File: src/rtl/sdram_rom_arbiter.sv
// N-channel ROM read arbiter with one-word tag caches, plus IOCTL download byte packer, in front of a 32-bit SDRAM port.
// Optional macro ROM_ARB_RR_EN selects round-robin arbitration; otherwise fixed priority (channel 0 highest).
module sdram_rom_arbiter #(
    parameter int unsigned NUM_CH   = 4,
    parameter int unsigned AW       = 23,
    parameter int unsigned DL_INDEX = 0
) (
    input  logic                 clk,
    input  logic                 reset,
    input  logic [NUM_CH-1:0]    i_ch_cs,
    input  logic [NUM_CH*AW-1:0] i_ch_addr,
    output logic [NUM_CH*32-1:0] o_ch_data,
    output logic [NUM_CH-1:0]    o_ch_valid,
    input  logic                 i_ioctl_download,
    input  logic                 i_ioctl_wr,
    input  logic [24:0]          i_ioctl_addr,
    input  logic [7:0]           i_ioctl_data,
    input  logic [15:0]          i_ioctl_index,
    output logic                 o_dl_overrun,
    output logic [AW-1:0]        o_sdram_addr,
    output logic [31:0]          o_sdram_data,
    output logic                 o_sdram_we,
    output logic                 o_sdram_req,
    input  logic                 i_sdram_ack,
    input  logic                 i_sdram_valid,
    input  logic [31:0]          i_sdram_q
);

    localparam int unsigned GW = (NUM_CH > 1) ? $clog2(NUM_CH) : 1;

    typedef enum logic [1:0] {S_IDLE, S_RD_REQ, S_RD_WAIT, S_DL} state_t;

    state_t            r_state;
    logic [AW-1:0]     r_tag     [NUM_CH];
    logic [31:0]       r_ch_data [NUM_CH];
    logic [NUM_CH-1:0] r_tag_v;
    logic [GW-1:0]     r_grant;
    logic [AW-1:0]     r_rd_addr;
    logic              r_dl_prev;
    logic              r_dl_overrun;
    logic [23:0]       r_dl_buf;
    logic [31:0]       r_wr_data;
    logic [AW-1:0]     r_wr_addr;
    logic              r_pend;
    logic              r_sdram_req;
    logic              r_sdram_we;
    logic [AW-1:0]     r_sdram_addr;
    logic [31:0]       r_sdram_data;
`ifdef ROM_ARB_RR_EN
    logic [GW-1:0]     r_last_grant;
`endif

    logic [NUM_CH-1:0] w_hit;
    logic [NUM_CH-1:0] w_miss;
    logic [GW-1:0]     w_grant;
    logic              w_any_miss;
    logic [AW-1:0]     w_addr_sel;
    logic              w_dl_rise;
    logic              w_byte_wr;
    logic              w_lane3;
    logic              w_wr_ack;
    logic              w_pend_next;
    logic              w_overrun_set;
    logic [31:0]       w_wr_data_next;
    logic [AW-1:0]     w_wr_addr_next;

    // Cache hit detection and data fan-out
    always_comb begin
        for (int unsigned n = 0; n < NUM_CH; n++) begin
            w_hit[n] = i_ch_cs[n] & r_tag_v[n] & (r_tag[n] == i_ch_addr[n*AW +: AW]);
            o_ch_data[n*32 +: 32] = r_ch_data[n];
        end
    end

    assign w_miss     = i_ch_cs & ~w_hit;
    assign o_ch_valid = w_hit;

    always_comb begin
        w_grant    = '0;
        w_any_miss = 1'b0;
`ifdef ROM_ARB_RR_EN
        for (int unsigned k = 0; k < NUM_CH; k++) begin
            if (!w_any_miss && w_miss[(32'(r_last_grant) + k + 1) % NUM_CH]) begin
                w_any_miss = 1'b1;
                w_grant    = GW'((32'(r_last_grant) + k + 1) % NUM_CH);
            end
        end
`else
        for (int i = NUM_CH - 1; i >= 0; i--) begin
            if (w_miss[i]) begin
                w_any_miss = 1'b1;
                w_grant    = GW'(i);
            end
        end
`endif
    end

    assign w_addr_sel = i_ch_addr[w_grant*AW +: AW];

    // Download byte packing and pending-write bookkeeping
    assign w_dl_rise      = i_ioctl_download & ~r_dl_prev;
    assign w_byte_wr      = i_ioctl_download & i_ioctl_wr & (i_ioctl_index == 16'(DL_INDEX));
    assign w_lane3        = w_byte_wr & (i_ioctl_addr[1:0] == 2'd3);
    assign w_wr_ack       = r_sdram_req & r_sdram_we & i_sdram_ack;
    assign w_pend_next    = w_lane3 | (r_pend & ~w_wr_ack);
    assign w_overrun_set  = w_lane3 & r_pend & ~w_wr_ack;
    assign w_wr_data_next = w_lane3 ? {i_ioctl_data, r_dl_buf} : r_wr_data;
    assign w_wr_addr_next = w_lane3 ? AW'(i_ioctl_addr[24:2]) : r_wr_addr;

    assign o_dl_overrun = r_dl_overrun;
    assign o_sdram_req  = r_sdram_req;
    assign o_sdram_we   = r_sdram_we;
    assign o_sdram_addr = r_sdram_addr;
    assign o_sdram_data = r_sdram_data;

    always_ff @(posedge clk or posedge reset) begin
        if (reset) begin
            r_state      <= S_IDLE;
            r_tag        <= '{default: '0};
            r_ch_data    <= '{default: '0};
            r_tag_v      <= '0;
            r_grant      <= '0;
            r_rd_addr    <= '0;
            r_dl_prev    <= 1'b0;
            r_dl_overrun <= 1'b0;
            r_dl_buf     <= '0;
            r_wr_data    <= '0;
            r_wr_addr    <= '0;
            r_pend       <= 1'b0;
            r_sdram_req  <= 1'b0;
            r_sdram_we   <= 1'b0;
            r_sdram_addr <= '0;
            r_sdram_data <= '0;
`ifdef ROM_ARB_RR_EN
            r_last_grant <= GW'(NUM_CH - 1);
`endif
        end else begin
            r_dl_prev <= i_ioctl_download;
            if (w_dl_rise)          r_dl_overrun <= 1'b0;
            else if (w_overrun_set) r_dl_overrun <= 1'b1;

            if (w_dl_rise) begin
                r_dl_buf <= '0;
            end else if (w_byte_wr) begin
                case (i_ioctl_addr[1:0])
                    2'd0:    r_dl_buf[7:0]   <= i_ioctl_data;
                    2'd1:    r_dl_buf[15:8]  <= i_ioctl_data;
                    2'd2:    r_dl_buf[23:16] <= i_ioctl_data;
                    default: ;
                endcase
            end
            r_wr_data <= w_wr_data_next;
            r_wr_addr <= w_wr_addr_next;
            r_pend    <= w_pend_next;

            case (r_state)
                S_IDLE: begin
                    if (i_ioctl_download) begin
                        r_state      <= S_DL;
                        r_tag_v      <= '0;
                        r_sdram_req  <= w_pend_next;
                        r_sdram_we   <= w_pend_next;
                        r_sdram_addr <= w_wr_addr_next;
                        r_sdram_data <= w_wr_data_next;
                    end else if (w_any_miss) begin
                        r_state      <= S_RD_REQ;
                        r_grant      <= w_grant;
                        r_rd_addr    <= w_addr_sel;
                        r_sdram_req  <= 1'b1;
                        r_sdram_we   <= 1'b0;
                        r_sdram_addr <= w_addr_sel;
`ifdef ROM_ARB_RR_EN
                        r_last_grant <= w_grant;
`endif
                    end
                end
                S_RD_REQ: begin
                    if (i_sdram_ack) begin
                        r_state     <= S_RD_WAIT;
                        r_sdram_req <= 1'b0;
                    end
                end
                S_RD_WAIT: begin
                    // Fill always stores the address latched at grant time
                    if (i_sdram_valid) begin
                        r_tag[r_grant]     <= r_rd_addr;
                        r_tag_v[r_grant]   <= 1'b1;
                        r_ch_data[r_grant] <= i_sdram_q;
                        r_state            <= S_IDLE;
                    end
                end
                S_DL: begin
                    r_tag_v      <= '0;
                    r_sdram_req  <= w_pend_next;
                    r_sdram_we   <= w_pend_next;
                    r_sdram_addr <= w_wr_addr_next;
                    r_sdram_data <= w_wr_data_next;
                    if (!i_ioctl_download && !w_pend_next) r_state <= S_IDLE;
                end
                default: r_state <= S_IDLE;
            endcase
        end
    end

endmodule

File: config.mk
export PLATFORM = sky130hd
export DESIGN_NAME = sdram_rom_arbiter
export DESIGN_NICKNAME = d
export VERILOG_FILES = /design/src/rtl/sdram_rom_arbiter.sv
export SDC_FILE = /design/constraint.sdc
export NUM_CORES = 1
export LEC_CHECK = 0
export CORE_UTILIZATION = 40
export CTS_CLUSTER_DIAMETER = 60
export CTS_CLUSTER_SIZE = 8
export DETAILED_ROUTE_END_ITERATION = 10
export GPL_TIMING_DRIVEN = 0
export PLACE_DENSITY = 0.72
export SYNTH_ARGS = -nofsm -noshare
export SYNTH_HDL_FRONTEND = slang
export SYNTH_SLANG_ARGS = --single-unit
File: constraint.sdc
create_clock -name clk -period 29 [get_ports clk]
set_input_delay 4.35 -clock clk [delete_from_list [all_inputs] [get_ports clk]]
set_output_delay 4.35 -clock clk [all_outputs]
set_load 0.1 [all_outputs]
==> results by stage <==
Finish:
- The top cell types in the final layout, fill and taps aside, are 390 x dfrtp_1, 372 x clkdlybuf4s50_1, 237 x mux2_2.
- Relative to the synthesized area, the layout overhead comes to 34.5%.
- In the final layout, the share of cells above drive strength 1 is 17.8%.
- The final net count is 2,057.
- The layout has 3,569 filler cells.
- The most common cell after layout, fill and taps aside is dfrtp_1.

Route:
- The number of remaining DRC errors is 0.
- The average routed wire per standard cell is 22.0 microns.
- The length of the first detailed-routing pass in iterations is 7.
- The detailed router finished its first iteration with 1,215 violations.
- The average via count per standard cell is 5.46.
- The total wire length after detailed routing is 53,200 microns.
- The routed layout has 13,220 vias.
- The detail route stage leaves a number of antenna-violating nets equal to 0.

Timing:
- The smallest clock period supported by the final layout is computed as 11,930 ps.
- Setup violations remaining at the end of the flow were counted as 0.
- The final count of pins violating max slew is 0.
- The final worst clock skew is 39.8 ps.
- Timing would allow up to 83.8 MHz.
- Setup repair after global routing left no endpoint under its margin.
- The total count of hold-check failures in the final report was 0.
- Summed over all failing endpoints, the final setup total negative slack is 0 ps.
- At the pin with the least slew margin, the transition time is 1120 ps.
- The final period utilization is 41.2%.
- The headroom to the max-slew limit is 25.0%.

Global routing:
- The first global-routing pass estimated 82,100 microns of wire.
- The total overflow reported by the global router is 0.
- The initial antenna violation count is 4.
- The overall global routing resource usage is 24.6%.
- Entering global routing, the biggest net connects 134 pins.
- The number of global-route vias before repair is 13,851.

Synth:
- Counting flops with a built-in enable in the synthesized netlist gives 0.
- Synthesis produced a netlist with a net count of 1,626.
- After synthesis, the mean cell area works out to 11.9 sq um.
- The register bit count reported by yosys is 390.
- The number of different library cells used by synthesis comes to 53.
- For this run, the leading register cell type out of synthesis is dfrtp_1.
- The warning count from the yosys run is 0.
- The post-synthesis instance area is 17,200 sq um.
- Summing the sequential cell areas from Yosys gives 56.8% of the chip area.
- The fraction of synthesis flops using an asynchronous set or reset pin is 100%.
- In the synthesized netlist, the number of instances is 1,443.

Setup path:
- The kind of end point of the critical path is an output port.
- The critical path start-end classification is primary input to output port.
- Counting cells, the worst reg-to-reg path comes to 9.
- The standard cell with the maximum stage delay on the critical path is clkdlybuf4s50_1.
- The start point of the critical path is i_ch_addr[52].
- Setup slack on the worst reg-to-reg path comes out at 25,280 ps.
- For this run, the slowest stage of the critical path takes 1170 ps.
- Walking the worst path, the cells encountered are clkdlybuf4s50_1, xor2_1, nor4_1, nand4_1, clkbuf_1, nor2_1, clkdlybuf4s50_1.
- Of all nets on the critical path, the largest fanout is 10.
- The startpoint identified for the worst register-to-register timing path is r_tag[29].
- The startpoint class of the critical path is a primary input.
- The library cell appearing most often on the critical path is clkdlybuf4s50_1.
- The data required time at the worst endpoint is 24,650 ps.
- The data arrival time of the critical path is 7580 ps.

Clock network:
- The number of setup buffers added after CTS is 0.
- Clock tree synthesis selected as its root buffer the cell clkbuf_16.
- The clock reaches the later pin of the worst-skew pair after 610 ps.
- The total number of H-tree levels is 2.
- Counting every sink on the clock net gives 390.
- In this run, CTS created clock tree buffers numbering 55.
- In this run the deepest clock path goes through 3 buffers.
- Buffers inserted to repair hold after CTS numbered 0.
- TritonCTS built the clock tree.
- The number of gates resized after cts is 0.
- The clock transition at the registers of the reported paths is 50 ps.

Hold path:
- The class of the tightest hold or removal check is flop to flop.
- Counting instances, the worst hold path has a depth of 2.
- The startpoint of the worst hold path is r_wr_data[16].

Floorplan:
- The die covers 43,800 sq um.
- In this run the standard cell core region covers 42,100 sq um.
- The number of rows created at floorplan is 75.
- For this design the top-level I/O count stands at 373.
- The floorplan step set the die height to 209 microns.
- The initial utilization of the core area, before any placement, comes to 40.8%.
- The width of the die is 209 microns.

Job:
- The max capacitance violation total is 0.

Run status:
- The flow ran to the end, and the final reports show no timing, DRC or antenna violations.

Placed design:
- The total of buffers placed on input and output ports is 372.
- The global placement routability congestion is 0.919.
- The estimated wirelength of the detail-placed design is 39,400 microns.
-- routing by layer --
metal	track usage (%)	share of wire [%]	vias to the layer above
met4	10.5	3.7	8
met5	0	0.096	-
met3	5.73	8.2	118
li1	-	-	5939
met1	32.7	42	6615
met2	38.5	46	540
-- registers in the layout, indices dropped and copies added (netlist names) --
register and flops:
o_ch_data 128, o_dl_overrun 1, o_sdram_addr 23, o_sdram_data 32, o_sdram_req 1, o_sdram_we 1, r_dl_buf 24, r_dl_prev 1
r_grant 2, r_pend 1, r_rd_addr 23, r_state 2, r_tag 92, r_tag_v 4, r_wr_addr 23, r_wr_data 32
-- logic make-up (layout without fill, tap and decap cells) --
group                  after synthesis  after routing  synth area share, %
multiplexers                       268            268                 17.3
AND/OR/NAND/NOR                    347            347                 8.93
flip-flops                         390            390                 56.8
XOR/XNOR                            92             92                 4.69
buffers and inverters              108            545                 2.68
AO/OA/AOI/OAI                      238            238                 9.57
other                                0              1                    0
-- critical path: cells and delay by family --
kind	cells	cell delay, ps
and+or+nand+nor	3	1090
buffers and inverters	3	1930
xor gates and xnor gates	1	200
-- area by class of cell --
| cell class | instances | area (sq um) | area share [%] |
|---|---|---|---|
| well taps | 539 | 674 | 2.92 |
| clock inverters | 4 | 35.0 | 0.152 |
| multi-input cells | 945 | 6970 | 30.2 |
| plain buffers | 79 | 352 | 1.52 |
| clock buffers | 59 | 1420 | 6.15 |
| flip-flops and latches | 390 | 9760 | 42.2 |
| inverters | 29 | 116 | 0.503 |
| repair buffers | 374 | 3780 | 16.3 |
| diodes | 1 | 2.50 | 0.0108 |
-- worst paths after layout --
path                                    end
max in group asynchronous     o_ch_data[98]
hold / removal                r_wr_data[16]
setup / recovery              o_ch_valid[2]
setup reg to reg            o_sdram_addr[0]
min in group asynchronous  o_sdram_data[26]
hold reg to reg               r_wr_data[16]
-- metrics by stage --
stage | utilization [%] | setup slack (ps) | cell area (sq um) | hold WS, ps | instances
detailed placement | 51.4 | 17230 | 21600 | 451 | 2356
global route | 54.9 | 17030 | 23100 | 478 | 2419
global placement | 51.2 | 9530 | 21600 | 444 | 2354
floorplan | - | 13810 | 17200 | 433 | 1443
finish | 54.9 | 17070 | 23100 | 461 | 2420
CTS | 54.8 | 17210 | 23100 | 461 | 2419
-- cell usage after synthesis (2+ instances only) --
master	instances	area [sq um]
a211o_1	17	149
a21o_1	6	45.0
a21oi_1	27	135
a221oi_1	8	70.1
a22oi_1	2	15.0
a2bb2oi_1	17	149
a31oi_1	36	225
and2_1	2	12.5
and3_1	3	18.8
buf_1	3	11.3
buf_2	17	85.1
buf_6	4	45.0
clkbuf_1	54	203
dfrtp_1	390	9760
inv_1	28	105
mux2_2	237	2670
mux2i_1	31	310
nand2_1	151	567
nand3_1	9	45.0
nand4_1	17	106
nor2_1	112	420
nor2b_1	24	150
nor3_1	4	20.0
nor3_2	3	30.0
nor4_1	15	93.8
o211ai_1	23	173
o21ai_0	60	300
o21bai_1	6	45.0
o311a_1	6	60.1
o311ai_0	17	149
or4_1	2	15.0
xnor2_1	51	447
xor2_1	41	359
Power is left out: the tool's default activity adds up to more than one toggle a clock period on the data nets, which glitch-free logic cannot reach.
